===== config.mk =====
export PLATFORM = sky130hd
export DESIGN_NAME = mem_access_ctrl
export DESIGN_NICKNAME = d
export VERILOG_FILES = /design/src/rtl/mem_access_ctrl.sv
export SDC_FILE = /design/constraint.sdc
export NUM_CORES = 1
export LEC_CHECK = 0
export BUFFER_PORTS_ARGS = -buffer_cell sky130_fd_sc_hd__buf_4
export CAP_MARGIN = 15
export CORE_AREA = 4 4 133 186
export CTS_CLUSTER_DIAMETER = 40
export DETAILED_ROUTE_END_ITERATION = 12
export DIE_AREA = 0 0 137 190
export HOLD_SLACK_MARGIN = 0.02
export PLACE_DENSITY = 0.56
export SLEW_MARGIN = 25
export SYNTH_ARGS = -nofsm -noshare
export SYNTH_HDL_FRONTEND = slang
export SYNTH_SLANG_ARGS = --single-unit

===== constraint.sdc =====
create_clock -name clk -period 3.5 [get_ports clk]
set_input_delay 0.175 -clock clk [delete_from_list [all_inputs] [get_ports clk]]
set_output_delay 0.175 -clock clk [all_outputs]
set_load 0.1 [all_outputs]

===== src/rtl/mem_access_ctrl.sv =====
// Load/store bridge between a CPU port and a word-wide data memory.
// Sub-word stores use read-modify-write. Memory lanes are big-endian.
module mem_access_ctrl #(
   parameter int MEM_SIZE = 128
) (
   input  logic        clk,
   input  logic        rst_n,
   input  logic        req,
   input  logic        we,
   input  logic [1:0]  size,
   input  logic        sext,
   input  logic [31:0] addr,
   input  logic [31:0] wdata,
   output logic [31:0] rdata,
   output logic        busy,
   output logic        done,
   output logic        err,
   output logic [31:0] Memaddr,
   output logic [31:0] Mwdata,
   output logic        MemRead,
   output logic        MemWrite,
   input  logic [31:0] Mrdata
);

   localparam logic [1:0] IDLE = 2'd0;
   localparam logic [1:0] RD   = 2'd1;
   localparam logic [1:0] WR   = 2'd2;
   localparam logic [1:0] DONE = 2'd3;

   localparam logic [31:0] MEM_LIM = 32'(MEM_SIZE);

   logic [1:0]  state;
   logic        we_q, sext_q, err_q;
   logic [1:0]  size_q;
   logic [31:0] addr_q, wdata_q, word_q;
   logic        req_err;
   logic [7:0]  bsel;
   logic [15:0] hsel;
   logic [31:0] load_val, merged;

   always_comb begin
      req_err = 1'b0;
      case (size)
         2'b01:   if (addr[0])          req_err = 1'b1;
         2'b10:   if (addr[1:0] != 2'b00) req_err = 1'b1;
         2'b11:   req_err = 1'b1;
         default: ;
      endcase
      if (addr >= MEM_LIM) req_err = 1'b1;
   end

   // Lane select / extension of the word currently on Mrdata.
   always_comb begin
      case (addr_q[1:0])
         2'd0:    bsel = Mrdata[31:24];
         2'd1:    bsel = Mrdata[23:16];
         2'd2:    bsel = Mrdata[15:8];
         default: bsel = Mrdata[7:0];
      endcase
      hsel = addr_q[1] ? Mrdata[15:0] : Mrdata[31:16];
      case (size_q)
         2'b00:   load_val = sext_q ? {{24{bsel[7]}}, bsel} : {24'b0, bsel};
         2'b01:   load_val = sext_q ? {{16{hsel[15]}}, hsel} : {16'b0, hsel};
         default: load_val = Mrdata;
      endcase
   end

   // Captured word with the target lane replaced by the store data.
   always_comb begin
      merged = word_q;
      if (size_q == 2'b00) begin
         case (addr_q[1:0])
            2'd0:    merged[31:24] = wdata_q[7:0];
            2'd1:    merged[23:16] = wdata_q[7:0];
            2'd2:    merged[15:8]  = wdata_q[7:0];
            default: merged[7:0]   = wdata_q[7:0];
         endcase
      end else if (addr_q[1]) begin
         merged[15:0] = wdata_q[15:0];
      end else begin
         merged[31:16] = wdata_q[15:0];
      end
   end

   always_ff @(posedge clk) begin
      if (!rst_n) begin
         state   <= IDLE;
         we_q    <= 1'b0;
         sext_q  <= 1'b0;
         err_q   <= 1'b0;
         size_q  <= 2'b00;
         addr_q  <= '0;
         wdata_q <= '0;
         word_q  <= '0;
         rdata   <= '0;
      end else begin
         case (state)
            IDLE: if (req) begin
               we_q    <= we;
               sext_q  <= sext;
               size_q  <= size;
               addr_q  <= addr;
               wdata_q <= wdata;
               err_q   <= req_err;
               if (req_err)                    state <= DONE;
               else if (!we || size != 2'b10)  state <= RD;
               else                            state <= WR;
            end
            RD: begin
               word_q <= Mrdata;
               if (we_q) begin
                  state <= WR;
               end else begin
                  rdata <= load_val;
                  state <= DONE;
               end
            end
            WR:      state <= DONE;
            default: state <= IDLE;
         endcase
      end
   end

   always_comb begin
      busy     = (state != IDLE);
      done     = (state == DONE);
      err      = (state == DONE) && err_q;
      MemRead  = (state == RD);
      MemWrite = (state == WR);
      Memaddr  = (MemRead || MemWrite) ? {addr_q[31:2], 2'b00} : 32'h0;
      Mwdata   = 32'h0;
      if (MemWrite) Mwdata = (size_q == 2'b10) ? wdata_q : merged;
   end

endmodule

==> summary by stage, run 1 <==
Detailed routing
In this run, the number of DRC markers left after iteration 0 of detailed routing was 386. The via count of the routed design is 6570. In this run the remaining antenna-violating nets after routing total 0.

In the final routed layout, each cell accounts on average for 18.4 um. The ratio of routed vias to standard cells is between 4 and 5. The number of detailed-route iterations in the first pass is 5. The DRC violation count after routing is 0. The total detailed-routing wirelength is roughly 25000 um.

Die
The area of the die is roughly 26000 um^2. 204 I/O pins were placed. The die is 137 um wide. The placement row count is 66.

From bottom edge to top edge, the die measures 190 um. The initial utilization of the core area, before any placement, comes to 28.6%. The core area is 23100 um^2.

Synthesis
The average size of a mapped cell is slightly above 8 um^2. The fraction of synthesis flops using an asynchronous set or reset pin is 0%. The Yosys step of the flow raised 0 warnings. Counting every instance in the synthesized netlist gives between 800 and 900. Yosys mapped a number of flops with a built-in enable equal to 0. In this run, distinct cell masters in the synthesized netlist total 48. The post-synthesis cell type with the largest combined area is sky130_fd_sc_hd__dfxtp_1. The netlist area before placement is 6610 um^2. The post-synthesis register bit count is 135. Among all flip-flop cells after synthesis, the most frequent one is sky130_fd_sc_hd__dfxtp_1.

Summing the sequential cell areas from Yosys gives between 40 and 50% of the chip area. After synthesis, the cell types taking the most area are sky130_fd_sc_hd__dfxtp_1 (41%), sky130_fd_sc_hd__nand2_1 (9.7%), sky130_fd_sc_hd__a21boi_0 (8.6%). The share of Yosys cell area claimed by the top area cell type is 40.9%.

GRT
The initial antenna violation count is 0. The met2 demand-to-capacity share in global routing is 33.0%. The global routing met1 resource utilization is 23.4%. The largest net degree at the start of global routing is 91. Global routing used 4.18% of the available met3 tracks. The global-route total usage across every layer is 19.2%. The via count of the first global-routing pass was between 6000 and 7000. The wire length of the first global-routing pass is approximately 39000 um. After global routing, the most crowded layer is met2. For this run the aggregate overflow at the end of global routing stands at 0.

Timing
The number of max-slew violations in the final report was 0. The shortest clock period the worst path allows after layout is ~2.8 ns. The worst-case clock skew is 0.00828 ns. The post-route worst hold slack is just under 0.04 ns. Headroom to the max-slew limit came out at 34.7%.

Setup repair after global routing left no endpoint under its margin. The timing-limited maximum frequency is between 0.3 and 0.4 GHz. Setup violations remaining at the end of the flow were counted as 0. The final number of hold-violating endpoints is 0.

The pin slew with the least headroom to its limit is 0.979 ns. The post-route clock period utilization is 79.0%.

Min path
The class of the tightest hold or removal check is input port to flop.

Pwr
The static leakage is ~3.8 nW. The switching power share of the total is 51.4%. VDD sags by at most 0.445 mV. The cell-internal power is between 0.003 and 0.004 W. Combinational cells account for 52.5% of the total power. The switching component of the power is around 0.0042 W. Sequential cells burn 26.1% of the power.

The areal power density over the cells is about 860 nW/um^2. The clock network fraction of design power is between 20% and 30%.

Status
The run finished with clean final reports.

Clocking
Once the clock tree was built, the resizer swapped 0 gates to a different size. The number of setup buffers added after CTS is 0. TritonCTS created 17 clock buffers. In this run the clock root is driven by a sky130_fd_sc_hd__clkbuf_16. CTS saw 135 sinks. In this run the number of H-tree levels came out at 4. Buffers inserted to repair hold after CTS numbered 62. The TritonCTS clock tree is yes. The number of buffers on the longest clock path is 2. The clock network latency to the later pin of the worst-skew pair is about 0.42 ns. Clock-pin slew was measured on the worst setup and hold paths at 0.06 ns.

Placed design
The cell area after placement is 8320 um^2. The count of input and output buffers is 201. The wire-length estimate of the detail-placed layout is 18000 um. The congestion estimate from routability-driven global placement came to ~0.84.

Cells and area
The relative area change from synthesis to final layout is 43.8%. The final cell area excluding filler cells is 9500 um^2. The number of inserted diodes is 0. Cells with a size suffix above 1 make up between 20% and 30% of the layout. After the last flow step, the layout net total stands at 1142.

Setup path
The required time of the worst setup path is 3.32 ns. STA classifies the critical path startpoint as a flop. The maximum fanout count along the critical path is 17.

The critical path in this run is classified as flop to output port. Data on the critical path arrives at its endpoint at 2.59 ns. STA classifies the critical path endpoint as an output port.

Flow run
The tool flagged a number of max-cap violations equal to 0.
[per-stage QoR]
stage | total power [W] | std cells | util [%] | setup TNS, ns | setup WS, ns
finish | 0.00813 | 1354 | 41.1 | 0 | 0.734
global route | 0.00855 | 1354 | 41.1 | 0 | 0.630
CTS | 0.00822 | 1354 | 41.1 | 0 | 0.699
detailed placement | 0.00639 | 1260 | 36.0 | 0 | 1.17
global placement | 0.00638 | 1260 | 35.9 | 0 | 1.08
floorplan | 0.00536 | 810 | - | -1.94 | -0.485
[kinds of logic after synthesis]
| logic type | share of synthesized area, % |
|---|---|
| other | 0.0568 |
| AO/OA/AOI/OAI | 24.5 |
| multiplexers | 7.18 |
| adder cells (fa/ha/maj) | 0.757 |
| AND/OR/NAND/NOR | 21.2 |
| buffers and inverters | 5.36 |
| flip-flops | 40.9 |
[cells in the mapped netlist (2+ instances only)]
library cell / count
sky130_fd_sc_hd__a211oi_1: 12
sky130_fd_sc_hd__a21boi_0: 76
sky130_fd_sc_hd__a21oi_1: 46
sky130_fd_sc_hd__a22o_1: 13
sky130_fd_sc_hd__a22oi_1: 7
sky130_fd_sc_hd__a31oi_1: 3
sky130_fd_sc_hd__and2_1: 33
sky130_fd_sc_hd__and3_1: 3
sky130_fd_sc_hd__buf_1: 4
sky130_fd_sc_hd__buf_2: 18
sky130_fd_sc_hd__buf_4: 2
sky130_fd_sc_hd__buf_6: 3
sky130_fd_sc_hd__clkbuf_1: 37
sky130_fd_sc_hd__dfxtp_1: 135
sky130_fd_sc_hd__ha_1: 4
sky130_fd_sc_hd__inv_1: 14
sky130_fd_sc_hd__mux2i_1: 46
sky130_fd_sc_hd__nand2_1: 171
sky130_fd_sc_hd__nand2b_1: 5
sky130_fd_sc_hd__nand3_1: 10
sky130_fd_sc_hd__nand3b_1: 2
sky130_fd_sc_hd__nor2_1: 22
sky130_fd_sc_hd__nor2_2: 2
sky130_fd_sc_hd__nor2b_1: 35
sky130_fd_sc_hd__nor3_1: 8
sky130_fd_sc_hd__nor4_1: 5
sky130_fd_sc_hd__o211ai_1: 3
sky130_fd_sc_hd__o21a_1: 7
sky130_fd_sc_hd__o21ai_0: 43
sky130_fd_sc_hd__o21ai_1: 2
sky130_fd_sc_hd__o221ai_1: 15
sky130_fd_sc_hd__o22ai_1: 7
[critical path, stage by stage, from the launching register on]
cell and delay [ns]:
sky130_fd_sc_hd__dfxtp_1 0.53, sky130_fd_sc_hd__nor3_2 0.67, sky130_fd_sc_hd__nor2_2 0.20, sky130_fd_sc_hd__mux2i_1 0.18
sky130_fd_sc_hd__a21oi_1 0.25, sky130_fd_sc_hd__buf_4 0.34
[power by group through the flow]
| stage | clock (W) | combinational [W] | sequential, W |
|---|---|---|---|
| 4_1_cts | 0.00179 | 0.00431 | 0.00212 |
| 6_report | 0.00174 | 0.00426 | 0.00213 |
| 3_5_place_dp | 0 | 0.00424 | 0.00215 |
| 2_1_floorplan | 0 | 0.00243 | 0.00292 |
| 3_3_place_gp | 0 | 0.00423 | 0.00215 |
| 5_1_grt | 0.00186 | 0.00453 | 0.00217 |
[path summary, 6_finish.rpt]
kind              start    endpoint  cells past startpoint  slack, ns
max           addr_q[0]  Mwdata[20]                      5       0.73
min           Mrdata[4]   word_q[4]                      3       0.04
max reg2reg    state[1]   rdata[28]                      6       1.20
min reg2reg  addr_q[29]  addr_q[29]                      2       0.46
[registers in the layout, summed over array words and instances (netlist names), 2 cells and up]
name / cells
addr_q: 32
rdata: 32
wdata_q: 32
word_q: 32
size_q: 2
state: 2
[layout make-up]
type / count / area, um^2
sequential: 135 / 2700
tap: 306 / 383
inverter: 15 / 56.3
multi-input combinational: 595 / 3580
fill: 2387 / 13600
clock inverter: 13 / 121
clock buffer: 19 / 443
timing repair buffer: 271 / 2210
[per-layer routing]
metal / share of wire, % / vias to the layer above
li1: - / 3250
met1: 41 / 3055
met2: 51 / 227
met3: 5.9 / 38
met4: 2.4 / 0
met5: 0 / -
[cell usage in the layout (no fill, tap or decap), types with 5 or more instances in the layout]
cell type / n
sky130_fd_sc_hd__a211oi_1: 12
sky130_fd_sc_hd__a21boi_0: 73
sky130_fd_sc_hd__a21oi_1: 46
sky130_fd_sc_hd__a22o_1: 13
sky130_fd_sc_hd__a22oi_1: 7
sky130_fd_sc_hd__and2_1: 32
sky130_fd_sc_hd__buf_4: 207
sky130_fd_sc_hd__clkbuf_16: 17
sky130_fd_sc_hd__clkinvlp_4: 5
sky130_fd_sc_hd__dfxtp_1: 135
sky130_fd_sc_hd__dlygate4sd3_1: 62
sky130_fd_sc_hd__inv_1: 14
sky130_fd_sc_hd__mux2i_1: 46
sky130_fd_sc_hd__nand2_1: 170
sky130_fd_sc_hd__nand2b_1: 5
sky130_fd_sc_hd__nand3_1: 10
sky130_fd_sc_hd__nor2_1: 21
sky130_fd_sc_hd__nor2b_1: 35
sky130_fd_sc_hd__nor3_1: 5
sky130_fd_sc_hd__nor4_1: 5
sky130_fd_sc_hd__o21a_1: 7
sky130_fd_sc_hd__o21ai_0: 43
sky130_fd_sc_hd__o221ai_1: 15
sky130_fd_sc_hd__o22ai_1: 7
(Power assumes the default switching activity.)
==> run 2, diff against run 1 <==
Clock period 3.5 ns to 2.8 ns, I/O delays scaled along.
==> summary by stage, run 2 (synthesis gave the netlist of run 1 again) <==
Detailed routing
The number of detailed-route iterations in the first pass is 5. The detailed router placed 6598 vias in this run. The DRC violation count after routing is 0. The per-cell routed wire length is roughly 18 um. The routed design has 24500 um of wire.

The number of DRC markers after the initial detailed-route iteration is 488. In this run the remaining antenna-violating nets after routing total 0. Dividing the detail-routed via count by the number of cells gives 4.75.

Timing
The number of max-slew violations in the final report came to 0. Across all setup checks in the final design, the least slack found is 0.193 ns. The worst-case clock skew is 0.00731 ns. The post-route worst hold slack is 0.0358 ns. The worst pin sits at a relative slew slack of 40.2%. The aggregate negative setup slack is 0 ns. The final-report setup violation count is 0.

The post-route clock period utilization is 93.1%. The final number of hold-violating endpoints is 0. Static timing analysis puts the maximum clock frequency at 0.384 GHz. Setup repair after global routing left no endpoint under its margin. The shortest clock period the worst path allows after layout is 2.61 ns. The pin slew with the least headroom to its limit is 0.897 ns.

Setup path
At the worst endpoint, the arrival time is 2.47 ns. The required time of the worst setup path is 2.66 ns. STA classifies the critical path endpoint as an output port.

The path type of the worst setup path is flop to output port. The startpoint kind of the worst setup timing path is a flop. The maximum fanout count along the critical path is 16.

GRT
The global route total overflow is 0. The global-route total usage across every layer is 18.7%. The first global-routing pass estimated between 30000 and 40000 um of wire. The via count of the first global-routing pass is roughly 6600. The initial antenna violation count is 0.

The largest net degree at the start of global routing is 54.

Placed design
The final weighted congestion in routability-driven placement is around 0.81. The count of buffers added on input and output ports is 201. Detailed placement finished with a half-perimeter wire length of 17800 um.

The setup slack at placement is a little under 0.6 ns.

Cells and area
The repair_antennas step left the layout with diodes totalling 0. The utilization after layout is 43.1%. The library cells used most frequently in the layout, excluding fill and tap cells, are sky130_fd_sc_hd__buf_4 (216), sky130_fd_sc_hd__nand2_1 (170), sky130_fd_sc_hd__dfxtp_1 (135). After the last flow step, the layout net total stands at 1176. Of the cells placed in the final design, the portion with a size suffix greater than 1 is 26.7%. The area growth from synthesis to layout is 50.7%. The most common cell after layout, fill and taps aside is sky130_fd_sc_hd__buf_4.

Clocking
TritonCTS built the clock tree. The clock network latency to the later pin of the worst-skew pair is 0.43 ns. The H-tree level count is 4. TritonCTS created 17 clock buffers. For this design, the sink count on the clock tree is 135. The number of hold buffers added after CTS was 87. The number of buffers on the longest clock path is 2.

Clock-pin slew was measured on the worst setup and hold paths at 0.06 ns. Once the clock tree was built, the setup fixing pass inserted 0 buffers. The clock root buffer is sky130_fd_sc_hd__clkbuf_16.

In this run, post-CTS repair resized a total of 0 instances.

Pwr
The analysis attributes to cell leakage a power of 3.95 nW. In this run, the combinational gates consume between 50% and 60% of the power. The largest vdd supply drop is 0.543 mV. The cell-internal power is 0.00513 W. After layout, the design draws a total of around 0.010 W. The clock network accounts for 21.6% of the total power.

The switching power share of the total is 50.6%. The switching component of the power is between 0.005 and 0.006 W. The portion of total power attributed to sequential cells is 25.5%.

Power spread over the standard cell area amounts to around 1000 nW/um^2.

Die
The number of primary I/O pins is 204. The placement row count is 66. The core area is 23100 um^2.

The height of the die is approximately 190 um. The die boundary width is 137 um. The die covers approximately 26000 um^2. The initial cell density of the core is 28.6%.

Status
The flow ran to the end, and the final reports show no timing, DRC or antenna violations.

Flow run
Across the run, the number of max-cap violations was 0.

Min path
The worst hold path belongs to the class input port to flop.
## run 2: final cells by class
| cell class | count | area, um^2 |
|---|---|---|
| Clock buffer | 18 | 439 |
| Clock inverter | 14 | 149 |
| Fill cell | 2375 | 13200 |
| Inverter | 15 | 56.3 |
| Multi-Input combinational cell | 595 | 3690 |
| Sequential cell | 135 | 2700 |
| Tap cell | 306 | 383 |
| Timing Repair Buffer | 305 | 2530 |
## run 2: per-stage QoR
| step | area (um^2) | instances |
|---|---|---|
| after global placement | 8500 | 1269 |
| after floorplan | 6740 | 810 |
| final | 9950 | 1388 |
| after global routing | 9950 | 1388 |
| after detailed placement | 8500 | 1269 |
| after CTS | 9950 | 1388 |
## run 2: path summary, 6_finish.rpt
path,from,to,slack [ns],depth (start not counted)
worst max-delay path,addr_q[1],Mwdata[1],0.19,5
worst min-delay path,addr[1],addr_q[1],0.04,3
worst max register to register,addr_q[1],rdata[18],0.59,5
worst min register to register,addr_q[8],addr_q[8],0.46,2
## run 2: critical path: stages, from the launching register on
cell and delay (ns):
sky130_fd_sc_hd__dfxtp_1 0.47, sky130_fd_sc_hd__mux2i_2 0.72, sky130_fd_sc_hd__nand2_1 0.36, sky130_fd_sc_hd__nand2_1 0.19
sky130_fd_sc_hd__a21boi_2 0.06, sky130_fd_sc_hd__buf_4 0.23
## run 2: metal layers
layer  vias up  share of wire (%)  GRT usage [%]  wire, um
li1       3312                  -              -         -
met1      3073                 42           23.4     10300
met2       185                 51           32.3     12400
met3        28                5.1           3.15      1250
met4         0                2.0           6.45       501
met5         -                  0              0         0
## run 2: power by group through the flow
stage	registers, W	clock network, W	logic, W
after floorplan	0.00365	0	0.00314
after CTS	0.00265	0.00230	0.00555
after global routing	0.00271	0.00237	0.00583
final	0.00265	0.00224	0.00549
after global placement	0.00268	0	0.00543
after detailed placement	0.00269	0	0.00544
==> run 3, diff against run 2 <==
Settings changed: ABC_AREA set to 1, CORE_AREA 4 4 133 186 to 4 4 131 184, DIE_AREA 0 0 137 190 to 0 0 135 188.
==> summary by stage, run 3 <==
Pwr
The worst-case IR drop observed on VDD is 0.683 mV. The design draws 0.0128 W. The areal power density over the cells is 1330 nW/um^2. In this run the static leakage power is between 4 and 5 nW.

Detailed routing
The via count of the routed design is 7097. Using the TritonRoute via totals, the vias-per-cell ratio works out to between 4 and 5. The DRC violation count after routing is 0. The number of DRC markers after the initial detailed-route iteration is 496. After detailed routing, the total wire length is between 20000 and 25000 um. The first detailed-routing pass took 5 iterations. The remaining antenna violation count after routing is 0. The per-cell routed wire length is 16.6 um.

GRT
The via count of the first global-routing pass is roughly 6900. The initial antenna violation count came to 0. For this run the aggregate overflow at the end of global routing stands at 0. In the global route stage, overall resource usage came out at 19.1%. The largest net degree at the start of global routing is 83.

The wire length of the first global-routing pass is 38000 um.

Synthesis
Yosys attributes the largest share of cell area to sky130_fd_sc_hd__dfxtp_1 (42%), sky130_fd_sc_hd__o21ai_0 (13%), sky130_fd_sc_hd__nor2_1 (11%). Of all flip-flops after synthesis, the portion carrying an async set or reset was 0%. The netlist area before placement is 6420 um^2. The post-synthesis cell type with the largest combined area is sky130_fd_sc_hd__dfxtp_1.

In the synthesized netlist the dominant register cell turns out to be sky130_fd_sc_hd__dfxtp_1. In this run, distinct cell masters in the synthesized netlist total 33. The total of warnings raised by yosys is 0. By count the netlist is led by sky130_fd_sc_hd__nor2_1 (187), sky130_fd_sc_hd__o21ai_0 (172), sky130_fd_sc_hd__dfxtp_1 (135), sky130_fd_sc_hd__nand2_1 (102), sky130_fd_sc_hd__inv_1 (95). In this run the biggest area consumer among cell types represents 42.1% of the synthesized area.

The average instance in the mapped netlist occupies 6.83 um^2. For this run, the register share of the synthesized area comes to 42.1%. The count of flip-flops with a built-in enable after synthesis is 0. The cell count after synthesis came out at 941.

The post-synthesis register bit count is 135. Among all cell types in the netlist, the one instantiated most often is sky130_fd_sc_hd__nor2_1.

Timing
After layout, the worst path uses 93.0% of the clock period. The worst-case clock skew is 0.00973 ns. The least setup slack across all paths after layout is about 0.19 ns. Setup violations remaining at the end of the flow were counted as 0.

The worst slew margin relative to its limit is 41.3%. For the final routed database, the setup TNS stands at 0 ns. The pin slew with the least headroom to its limit is 0.879 ns. On the final layout, the worst hold slack is 0.0256 ns. The shortest clock period the worst path allows after layout is 2.61 ns. Derived from the worst setup path, the maximum achievable clock frequency is roughly 0.38 GHz. Setup repair after global routing left no endpoint under its margin. The final number of hold-violating endpoints is 0.

The number of max-slew violations in the final report is 0.

Setup path
The signal on the critical path passes through nand2_2, nand2_4, inv_4, nand2_2, nor2_1, a211oi_4, buf_4. The type of element capturing the critical path is an output port. The cell family contributing the most delay on the critical path is simple AND/OR/NAND/NOR gates. The start point of the critical path is addr_q[1]. The path type of the worst setup path is flop to output port. The largest individual stage delay along the critical path comes from the cell sky130_fd_sc_hd__dfxtp_1.

In this run the worst path has a maximum fanout of 16. For the worst setup path, the data arrival time is 2.47 ns. The largest single stage delay on the critical path is 0.55 ns.

The startpoint kind of the worst setup timing path is a flop. By instance count, the cell type seen most on the critical path is sky130_fd_sc_hd__nand2_2. The count of buffering cells on the critical path with inverters included is 2. The required time of the worst setup path is 2.66 ns. The launch instance of the worst register-to-register path is state[1].

Cells and area
The number of inserted diodes is 0. The final-stage net count is 1289. Cells fill 43.1% of the core in the end.

Leaving out fill and tap cells, the most frequent cell in the layout is sky130_fd_sc_hd__buf_4. Compared with the post-synthesis result, the final layout area differs by 50.1%. The post-route netlist has 24.9% of its cells at a drive strength greater than 1.

The library cells used most frequently in the layout, excluding fill and tap cells, are sky130_fd_sc_hd__buf_4 (211), sky130_fd_sc_hd__nor2_1 (187), sky130_fd_sc_hd__o21ai_0 (172).

Die
For this design the top-level I/O count stands at 204. The floorplan step set the die width to between 100 and 150 um. The height of the die is 188 um. The core area is 22400 um^2.

The floorplan step defined a die boundary enclosing approximately 25000 um^2. The initial cell density of the core is 28.7%. The placement row count is 65.

Clocking
Clock tree synthesis selected as its root buffer the cell sky130_fd_sc_hd__clkbuf_16. The clock network latency to the later pin of the worst-skew pair is 0.43 ns. After clock tree synthesis, the clock-pin slew on the worst setup and hold paths is roughly 0.060 ns.

The longest clock path from root to sink contains 2 buffers. The H-tree level count is 4. The TritonCTS clock tree is yes. The clock buffer count from CTS is 17. The clock sink count is 135.

Status
The run finished with clean final reports.

Placed design
Detailed placement finished with a half-perimeter wire length of roughly 18000 um. At the end of routability-driven placement, the weighted congestion stood at about 0.87. OpenSTA, run right after detailed placement, puts the worst setup slack at 0.392 ns.

Input and output buffers added on the ports amount to 201.

Flow run
Across the run, the number of max-cap violations was 0.

Min path
The tightest min-delay check is of the input port to flop type. The launch point of the worst hold path is Mrdata[5].
run 3: cell types whose count changed after synthesis, sizes merged, moves of 8 or more:
cell	change
a21boi	-77
a21oi	+43
a221oi	+11
a22o	-13
and2	-33
buf	-11
clkbuf	+8
inv	+87
mux2i	-47
nand2	-63
nor2	+169
nor2b	-35
o21ai	+138
o221ai	-10
run 3: timing repair:
action / CTS / global route
endpoints found under the hold margin: 72 / 0
resized for setup: 1 / 0
hold buffers: 72 / 0
setup endpoints to repair: 3 / 0
buffers inserted: 0 / 0
run 3: where the power goes:
part           total [W]  switching (W)  internal (W)
clock network    0.00236       0.000882       0.00148
registers        0.00295       0.000406       0.00254
logic            0.00753        0.00583       0.00170
run 3: metal layers:
| metal | up-vias | part of all wire (%) | GRT usage (%) |
|---|---|---|---|
| li1 | 3576 | - | - |
| met1 | 3227 | 43 | 23.6 |
| met2 | 255 | 49 | 33.1 |
| met3 | 39 | 6.2 | 3.76 |
| met4 | 0 | 2.4 | 6.21 |
| met5 | - | 0 | 0 |
run 3: logic make-up after synthesis:
logic type	after synthesis	synth area share, %
flip-flops	135	42.1
AO/OA/AOI/OAI	316	26.8
adder cells (fa/ha/maj)	4	0.779
AND/OR/NAND/NOR	321	20.1
buffers and inverters	164	10.2
other	1	0.0584
run 3: worst min-delay path, cell delays in order:
cell	delay [ns]
sky130_fd_sc_hd__buf_4	0.08
sky130_fd_sc_hd__inv_1	0.06
sky130_fd_sc_hd__a21oi_1	0.13
run 3: final timing paths:
path	endpoint	slack, ns	depth (start not counted)
setup / recovery	Mwdata[3]	0.19	7
hold / removal	word_q[5]	0.03	3
setup reg to reg	rdata[11]	0.73	7
hold reg to reg	rdata[4]	0.47	2
run 3: final cells by class:
class                      instances  area [um^2]
multi-input combinational        643         3260
inverter                         102          385
sequential                       135         2700
timing repair buffer             283         2300
tap                              301          377
fill                            2287        12700
clock inverter                    13          181
clock buffer                      18          429
run 3: per-stage QoR:
stage	instance area (um^2)	cells
floorplan	6620	942
global placement	8310	1392
detailed placement	8310	1392
CTS	9640	1495
global route	9640	1495
finish	9640	1495
